`src/rtl/result_tx_pkg.sv`:
```
`default_nettype none
// ============================================================================
// Module   : result_tx_pkg
// Purpose  : Shared types and constants for the scan-result UART framer.
//            The frame length depends on RESULT_TX_CHECKSUM_EN.
// Revision : 1.0 - initial release
// ============================================================================
package result_tx_pkg;

    typedef enum logic [1:0] {
        ST_IDLE = 2'd0,
        ST_SEND = 2'd1,
        ST_DONE = 2'd2
    } state_t;

    localparam logic [7:0] C_HDR0_DEFAULT = 8'hA5;
    localparam logic [7:0] C_HDR1_DEFAULT = 8'h5A;

    localparam int C_IDX_W = 4;

    localparam logic [C_IDX_W-1:0] C_FRAME_LEN_CSUM  = 4'd14;
    localparam logic [C_IDX_W-1:0] C_FRAME_LEN_PLAIN = 4'd13;

endpackage
`default_nettype wire

```
`src/rtl/result_tx_framer_if.sv`:
```
`default_nettype none
// ============================================================================
// Module   : result_tx_framer_if
// Purpose  : Result capture and UART byte handshake bundle for the framer.
// Revision : 1.0 - initial release
// ============================================================================
interface result_tx_framer_if;

    logic        rx_dv;
    logic [7:0]  s_CT;
    logic [15:0] s_FSA;
    logic [15:0] s_LSA;
    logic [15:0] obs_alert;
    logic [15:0] max_dist_angle;
    logic [15:0] min_dist_angle;
    logic        tx_ready;
    logic        tx_dv;
    logic [7:0]  tx_byte;
    logic        busy;
    logic        frame_done;
    logic [7:0]  drop_cnt;

    // Producer of results / consumer of frame bytes.
    modport master (
        output rx_dv, s_CT, s_FSA, s_LSA, obs_alert, max_dist_angle, min_dist_angle, tx_ready,
        input  tx_dv, tx_byte, busy, frame_done, drop_cnt
    );

    // The framer itself.
    modport slave (
        input  rx_dv, s_CT, s_FSA, s_LSA, obs_alert, max_dist_angle, min_dist_angle, tx_ready,
        output tx_dv, tx_byte, busy, frame_done, drop_cnt
    );

endinterface
`default_nettype wire

```
`src/rtl/result_tx_framer.sv`:
```
`default_nettype none
// ============================================================================
// Module   : result_tx_framer
// Purpose  : Snapshots a scan result and serialises it as a headed byte frame
//            to a UART transmitter. Optional checksum byte: RESULT_TX_CHECKSUM_EN.
// Revision : 1.0 - initial release
// ============================================================================
module result_tx_framer
    import result_tx_pkg::*;
#(
    parameter logic [7:0] HDR0 = C_HDR0_DEFAULT,
    parameter logic [7:0] HDR1 = C_HDR1_DEFAULT
) (
    input  wire logic           clk,
    input  wire logic           reset_n,
    result_tx_framer_if.slave   bus
);

`ifdef RESULT_TX_CHECKSUM_EN
    localparam logic [C_IDX_W-1:0] C_FRAME_LEN = C_FRAME_LEN_CSUM;
`else
    localparam logic [C_IDX_W-1:0] C_FRAME_LEN = C_FRAME_LEN_PLAIN;
`endif
    localparam logic [C_IDX_W-1:0] C_LAST_IDX = C_FRAME_LEN - 4'd1;

    state_t               r_state;
    state_t               w_state_nxt;
    logic [C_IDX_W-1:0]   r_idx;
    logic [C_IDX_W-1:0]   w_idx_nxt;
    logic                 w_capture;
    logic                 w_tx_dv;
    logic                 w_busy;
    logic                 w_frame_done;
    logic [7:0]           w_byte_sel;

    logic [7:0]           r_ct;
    logic [15:0]          r_fsa;
    logic [15:0]          r_lsa;
    logic [15:0]          r_obs;
    logic [15:0]          r_max;
    logic [15:0]          r_min;
    logic [7:0]           r_drop_cnt;

    always_ff @(posedge clk or negedge reset_n) begin
        if (!reset_n) begin
            r_state <= ST_IDLE;
            r_idx   <= '0;
        end else begin
            r_state <= w_state_nxt;
            r_idx   <= w_idx_nxt;
        end
    end

    always_comb begin
        w_state_nxt  = r_state;
        w_idx_nxt    = r_idx;
        w_capture    = 1'b0;
        w_tx_dv      = 1'b0;
        w_busy       = 1'b0;
        w_frame_done = 1'b0;
        case (r_state)
            ST_IDLE: begin
                if (bus.rx_dv) begin
                    w_capture   = 1'b1;
                    w_idx_nxt   = '0;
                    w_state_nxt = ST_SEND;
                end
            end
            ST_SEND: begin
                w_tx_dv = 1'b1;
                w_busy  = 1'b1;
                if (bus.tx_ready) begin
                    if (r_idx == C_LAST_IDX) begin
                        w_idx_nxt   = '0;
                        w_state_nxt = ST_DONE;
                    end else begin
                        w_idx_nxt   = r_idx + 4'd1;
                    end
                end
            end
            ST_DONE: begin
                w_busy       = 1'b1;
                w_frame_done = 1'b1;
                w_state_nxt  = ST_IDLE;
            end
            default: begin
                w_state_nxt = ST_IDLE;
                w_idx_nxt   = '0;
            end
        endcase
    end

    always_ff @(posedge clk or negedge reset_n) begin
        if (!reset_n) begin
            r_ct  <= '0;
            r_fsa <= '0;
            r_lsa <= '0;
            r_obs <= '0;
            r_max <= '0;
            r_min <= '0;
        end else if (w_capture) begin
            r_ct  <= bus.s_CT;
            r_fsa <= bus.s_FSA;
            r_lsa <= bus.s_LSA;
            r_obs <= bus.obs_alert;
            r_max <= bus.max_dist_angle;
            r_min <= bus.min_dist_angle;
        end
    end

    // Results arriving while a frame is in flight are discarded but counted.
    always_ff @(posedge clk or negedge reset_n) begin
        if (!reset_n) begin
            r_drop_cnt <= '0;
        end else if (bus.rx_dv && (r_state != ST_IDLE) && (r_drop_cnt != 8'hFF)) begin
            r_drop_cnt <= r_drop_cnt + 8'd1;
        end
    end

`ifdef RESULT_TX_CHECKSUM_EN
    logic [7:0] w_csum;
    assign w_csum = r_ct ^ r_fsa[7:0] ^ r_fsa[15:8] ^ r_lsa[7:0] ^ r_lsa[15:8]
                  ^ r_obs[7:0] ^ r_obs[15:8] ^ r_max[7:0] ^ r_max[15:8]
                  ^ r_min[7:0] ^ r_min[15:8];
`endif

    always_comb begin
        w_byte_sel = 8'h00;
        case (r_idx)
            4'd0:    w_byte_sel = HDR0;
            4'd1:    w_byte_sel = HDR1;
            4'd2:    w_byte_sel = r_ct;
            4'd3:    w_byte_sel = r_fsa[7:0];
            4'd4:    w_byte_sel = r_fsa[15:8];
            4'd5:    w_byte_sel = r_lsa[7:0];
            4'd6:    w_byte_sel = r_lsa[15:8];
            4'd7:    w_byte_sel = r_obs[7:0];
            4'd8:    w_byte_sel = r_obs[15:8];
            4'd9:    w_byte_sel = r_max[7:0];
            4'd10:   w_byte_sel = r_max[15:8];
            4'd11:   w_byte_sel = r_min[7:0];
            4'd12:   w_byte_sel = r_min[15:8];
`ifdef RESULT_TX_CHECKSUM_EN
            4'd13:   w_byte_sel = w_csum;
`endif
            default: w_byte_sel = 8'h00;
        endcase
    end

    // Byte bus is forced to zero outside SEND so reset clears it immediately.
    assign bus.tx_byte    = (r_state == ST_SEND) ? w_byte_sel : 8'h00;
    assign bus.tx_dv      = w_tx_dv;
    assign bus.busy       = w_busy;
    assign bus.frame_done = w_frame_done;
    assign bus.drop_cnt   = r_drop_cnt;

endmodule
`default_nettype wire

```
`src/flat_wrapper.sv`:
```
// flat-port wrapper written by rule: the top's interface ports become plain ports
module result_tx_framer_flat import result_tx_pkg::*;
#(
    parameter logic [7:0] HDR0 = C_HDR0_DEFAULT,
    parameter logic [7:0] HDR1 = C_HDR1_DEFAULT
)
  (clk, reset_n, bus_rx_dv, bus_s_CT, bus_s_FSA, bus_s_LSA, bus_obs_alert, bus_max_dist_angle, bus_min_dist_angle, bus_tx_ready, bus_tx_dv, bus_tx_byte, bus_busy, bus_frame_done, bus_drop_cnt);
  result_tx_framer_if bus_i ();
  input  wire logic clk;
  input  wire logic reset_n;
  input wire logic [$bits(bus_i.rx_dv)-1:0] bus_rx_dv;
  input wire logic [$bits(bus_i.s_CT)-1:0] bus_s_CT;
  input wire logic [$bits(bus_i.s_FSA)-1:0] bus_s_FSA;
  input wire logic [$bits(bus_i.s_LSA)-1:0] bus_s_LSA;
  input wire logic [$bits(bus_i.obs_alert)-1:0] bus_obs_alert;
  input wire logic [$bits(bus_i.max_dist_angle)-1:0] bus_max_dist_angle;
  input wire logic [$bits(bus_i.min_dist_angle)-1:0] bus_min_dist_angle;
  input wire logic [$bits(bus_i.tx_ready)-1:0] bus_tx_ready;
  output wire logic [$bits(bus_i.tx_dv)-1:0] bus_tx_dv;
  output wire logic [$bits(bus_i.tx_byte)-1:0] bus_tx_byte;
  output wire logic [$bits(bus_i.busy)-1:0] bus_busy;
  output wire logic [$bits(bus_i.frame_done)-1:0] bus_frame_done;
  output wire logic [$bits(bus_i.drop_cnt)-1:0] bus_drop_cnt;
  assign bus_i.rx_dv = bus_rx_dv;
  assign bus_i.s_CT = bus_s_CT;
  assign bus_i.s_FSA = bus_s_FSA;
  assign bus_i.s_LSA = bus_s_LSA;
  assign bus_i.obs_alert = bus_obs_alert;
  assign bus_i.max_dist_angle = bus_max_dist_angle;
  assign bus_i.min_dist_angle = bus_min_dist_angle;
  assign bus_i.tx_ready = bus_tx_ready;
  assign bus_tx_dv = bus_i.tx_dv;
  assign bus_tx_byte = bus_i.tx_byte;
  assign bus_busy = bus_i.busy;
  assign bus_frame_done = bus_i.frame_done;
  assign bus_drop_cnt = bus_i.drop_cnt;
  result_tx_framer #(.HDR0(HDR0), .HDR1(HDR1)) u_core (.clk(clk), .reset_n(reset_n), .bus(bus_i));
endmodule
```
`config.mk`:
```
export PLATFORM = sky130hd
export DESIGN_NAME = result_tx_framer_flat
export DESIGN_NICKNAME = d
export VERILOG_FILES = /design/src/rtl/result_tx_pkg.sv /design/src/rtl/result_tx_framer_if.sv /design/src/rtl/result_tx_framer.sv /design/src/flat_wrapper.sv
export SDC_FILE = /design/constraint.sdc
export NUM_CORES = 1
export LEC_CHECK = 0
export BUFFER_PORTS_ARGS = -buffer_cell sky130_fd_sc_hd__buf_2
export CORE_MARGIN = 4
export CORE_UTILIZATION = 49
export DETAILED_ROUTE_END_ITERATION = 10
export PLACE_DENSITY = 0.81
export SETUP_SLACK_MARGIN = 0.2
export SYNTH_ARGS = -nofsm -noshare
export SYNTH_HDL_FRONTEND = slang
export SYNTH_SLANG_ARGS = --single-unit
```
`constraint.sdc`:
```
create_clock -name clk -period 2 [get_ports clk]
set_clock_uncertainty 0.15 [all_clocks]
set_input_delay 0.4 -clock clk [delete_from_list [all_inputs] [get_ports clk]]
set_output_delay 0.4 -clock clk [all_outputs]
set_load 0.05 [all_outputs]
```
==> impl_metrics.py <==
metrics = {
    "critical_path": {
        "slowest_stage": "dfrtp_2",
        "path_cells": "buf_6 > ha_4 > buf_4 > a22oi_1 > a21oi_1 > a31oi_1 > buf_4 > a21oi_4 > buf_6",
        "r2r_start": "u_core.r_state[1]",
        "path_delay_family": "buffers and inverters",
        "worst_ep_arrival_time_ps": 2250,
        "critPathBufInv": 4,
        "worstPathRequired_ps": 1450,
        "critPathMaxStageDelay_ps": 490,
        "r2r_end": "u_core.bus.drop_cnt[4]",
        "worst_setup_path_start_kind": "flop",
        "crit_type": "flop to output pin",
        "endpoint_kind": "output pin",
        "crit_fanout": 5,
        "rrSetupSlack_ps": 130,
        "r2r_cells": 8,
    },
    "yosys": {
        "synth_nets": 484,
        "ys_ff_latch": 102,
        "synth-main-ff-cell": "dfrtp_1",
        "ys_seq_area_frac": 0.529,
        "yosysUniqueCellTypes": 43,
        "async_reset_ff_frac": 1.00,
        "synth_warnings": 0,
        "avgSynthCellArea_sq_um": 12.6,
        "syn_area_sq_um": 4820,
        "syn_inst": 384,
        "synth_edf_count": 0,
    },
    "floorplanning": {
        "pin_count": 111,
        "die_h_microns": 107,
        "fp-row-count": 35,
        "die-area_sq_um": 11500,
        "core_sq_um": 9420,
        "die_w_microns": 107,
        "start_util": 0.512,
    },
    "timing": {
        "worst_slew_pin_slew_ps": 500,
        "final_max_slew_viol_count": 0,
        "fin_ws_ps": -799,
        "rsz0062_at_grt": "yes",
        "final.min_clock_period_ps": 2800,
        "final.period_utilization": 1.40,
        "finalSetupViolCount": 8,
        "final-hold-violation-count": 0,
        "timing.fmax_mhz": 357,
        "slew_headroom": 0.666,
        "finalSetupTns_ps": -5800,
    },
    "power_and_ir_drop": {
        "power_density_nw_per_um2": 1620,
        "ir_worst_vdd_mv": 0.990,
        "leakage_nw": 2.99,
    },
    "route": {
        "vias_per_cell": 5.73,
        "drt_iter0_drc": 192,
        "drcViolationCount": 0,
        "ant_nets": 0,
        "drt_pass1_iterations": 5,
        "routedWlPerCell_microns": 20.4,
        "wirelength_mm": 13.9,
        "vias": 3897,
    },
    "clock_tree": {
        "ctsHtreeMaxLevel": 3,
        "cts_buffers": 9,
        "cts_buffer_depth": 2,
        "cts_tree": "done",
        "path_clk_slew_ps": 100,
        "clockRootBuffer": "clkbuf_8",
        "insertion_delay_ps": 380,
        "clock-sinks": 102,
    },
    "global_route": {
        "grt_pass1_vias": 3996,
        "grt_antenna_before_repair": 0,
        "overflow": 0,
        "grt_pass1_wl_mm": 20.3,
        "grt_usage": 0.228,
        "grt_max_degree": 47,
    },
    "cells_and_area": {
        "antenna_cells": 0,
        "fin_nets": 646,
        "layout-drive-gt1-share": 0.632,
        "fill_cells": 600,
        "fin_util": 0.728,
        "area_delta_synth_final_pct": 42.1,
    },
    "job": {
        "max_cap_violations": 0,
    },
    "status": {
        "violations": "negative setup slack",
        "status": "finished with violations",
    },
    "hold_path": {
        "worstHoldEndpoint": "u_core.r_fsa[10]",
        "hp-start": "bus_s_FSA[10]",
        "hold_class": "input port to flop",
        "hold-path-cell-count": 2,
    },
    "place": {
        "dp.final_hpwl_mm": 9.06,
        "gp_congestion": 0.817,
        "portBuffers": 110,
    },
}
worst max-delay path by stage:
stage	startpoint	end	slack, ps	cells after the start
final	u_core.r_idx[0]	bus_tx_byte[2]	-800	9
after global routing	u_core.r_idx[0]	bus_tx_byte[2]	-860	9
after CTS	u_core.r_idx[0]	bus_tx_byte[0]	-710	8
after detailed placement	u_core.r_idx[0]	bus_tx_byte[5]	-490	8
after global placement	u_core.r_idx[0]	bus_tx_byte[5]	-450	8
after floorplan	u_core.r_idx[0]	bus_tx_byte[6]	-200	8
through the flow:
stage / worst slack (ps) / instance area, sq um / hold WS, ps / std cells / total power [mW]
floorplan: -195 / 4990 / -45.6 / 384 / 6.96
global placement: -455 / 5930 / 240 / 639 / 8.19
detailed placement: -494 / 5930 / 246 / 639 / 8.39
CTS: -706 / 6530 / 83.1 / 668 / 10.4
global route: -857 / 6860 / 86.7 / 680 / 11.6
finish: -799 / 6860 / 91.8 / 680 / 11.1
flip-flops by register name (all words and copies together), names as in the netlist:
register and cells:
u_core.r_fsa 16, u_core.r_lsa 16, u_core.r_max 16, u_core.r_min 16, u_core.r_obs 16, u_core.bus.drop_cnt 8
u_core.r_ct 8, u_core.r_idx 4, u_core.r_state 2
cells in the final DEF, fill, tap and decap left out, types with 5 or more instances in the layout:
cell type / n
o21ai_2: 5
a22oi_2: 6
nand2_1: 20
clkbuf_8: 10
dfrtp_1: 99
buf_2: 98
a21oi_1: 10
buf_4: 42
nand2b_1: 5
mux2_2: 86
buf_8: 5
a22oi_1: 14
buf_6: 22
nand3_1: 7
buf_12: 9
ha_4: 7
a21oi_4: 6
Yosys cell counts, drive strengths merged (3+ instances only):
cell,count,area share
nand3,8,0.0083
a311oi,3,0.0054
nand2b,7,0.0091
buf,28,0.037
a221oi,5,0.0091
nor2,6,0.0047
nor2b,5,0.0065
dfrtp,102,0.53
xnor2,6,0.011
and3,4,0.0052
nor3,4,0.0052
inv,6,0.0047
o21ai,8,0.0083
ha,8,0.021
a22oi,20,0.031
nand2,23,0.018
a211oi,6,0.0093
a21oi,20,0.021
mux2,89,0.21
nand4,4,0.0052
power breakdown:
group          internal [mW]  total (mW)  leakage, nW  switching (mW)
clock network          0.507        1.27       0.0992           0.763
registers               3.07        3.83         1.21           0.767
logic                   3.01        6.01         1.69            3.00
total                   6.58        11.1         2.99            4.53
cell type report:
| cell class | instances | area [sq um] | area share |
|---|---|---|---|
| tap | 129 | 161 | 0.0235 |
| sequential | 102 | 2560 | 0.373 |
| multi-input combinational | 248 | 2550 | 0.372 |
| inverter | 6 | 30.0 | 0.00438 |
| timing repair buffer | 179 | 1370 | 0.200 |
| clock buffer | 10 | 138 | 0.0201 |
| clock inverter | 6 | 51.3 | 0.00748 |
cells by family after synthesis:
family                     Yosys count  share of synthesized area
buffers and inverters               34                     0.0420
adders and majority gates            8                     0.0207
AOI/OAI and AO/OA                   81                      0.121
DFF                                102                      0.529
xor gates and xnor gates             7                     0.0127
muxes                               90                      0.210
and+or+nand+nor                     62                     0.0648
repair_timing:
action                                  4_1_cts  5_1_grt
setup buffers                                12       11
endpoints found under the setup margin       81       49
gates resized for setup                      73       44
hold buffers                                  1        0
hold endpoints to repair                     34        0
pin swaps                                    17       18
gates cloned                                  0        1
per-layer routing:
| metal | vias to the layer above | wire, microns | part of all wire | GRT usage |
|---|---|---|---|---|
| li1 | 1735 | - | - | - |
| met4 | 0 | 458 | 0.033 | 0.0694 |
| met2 | 167 | 7250 | 0.52 | 0.396 |
| met3 | 43 | 854 | 0.061 | 0.0548 |
| met1 | 1952 | 5340 | 0.38 | 0.281 |
| met5 | - | 0 | 0 | 0 |
(Power assumes the default switching activity.)
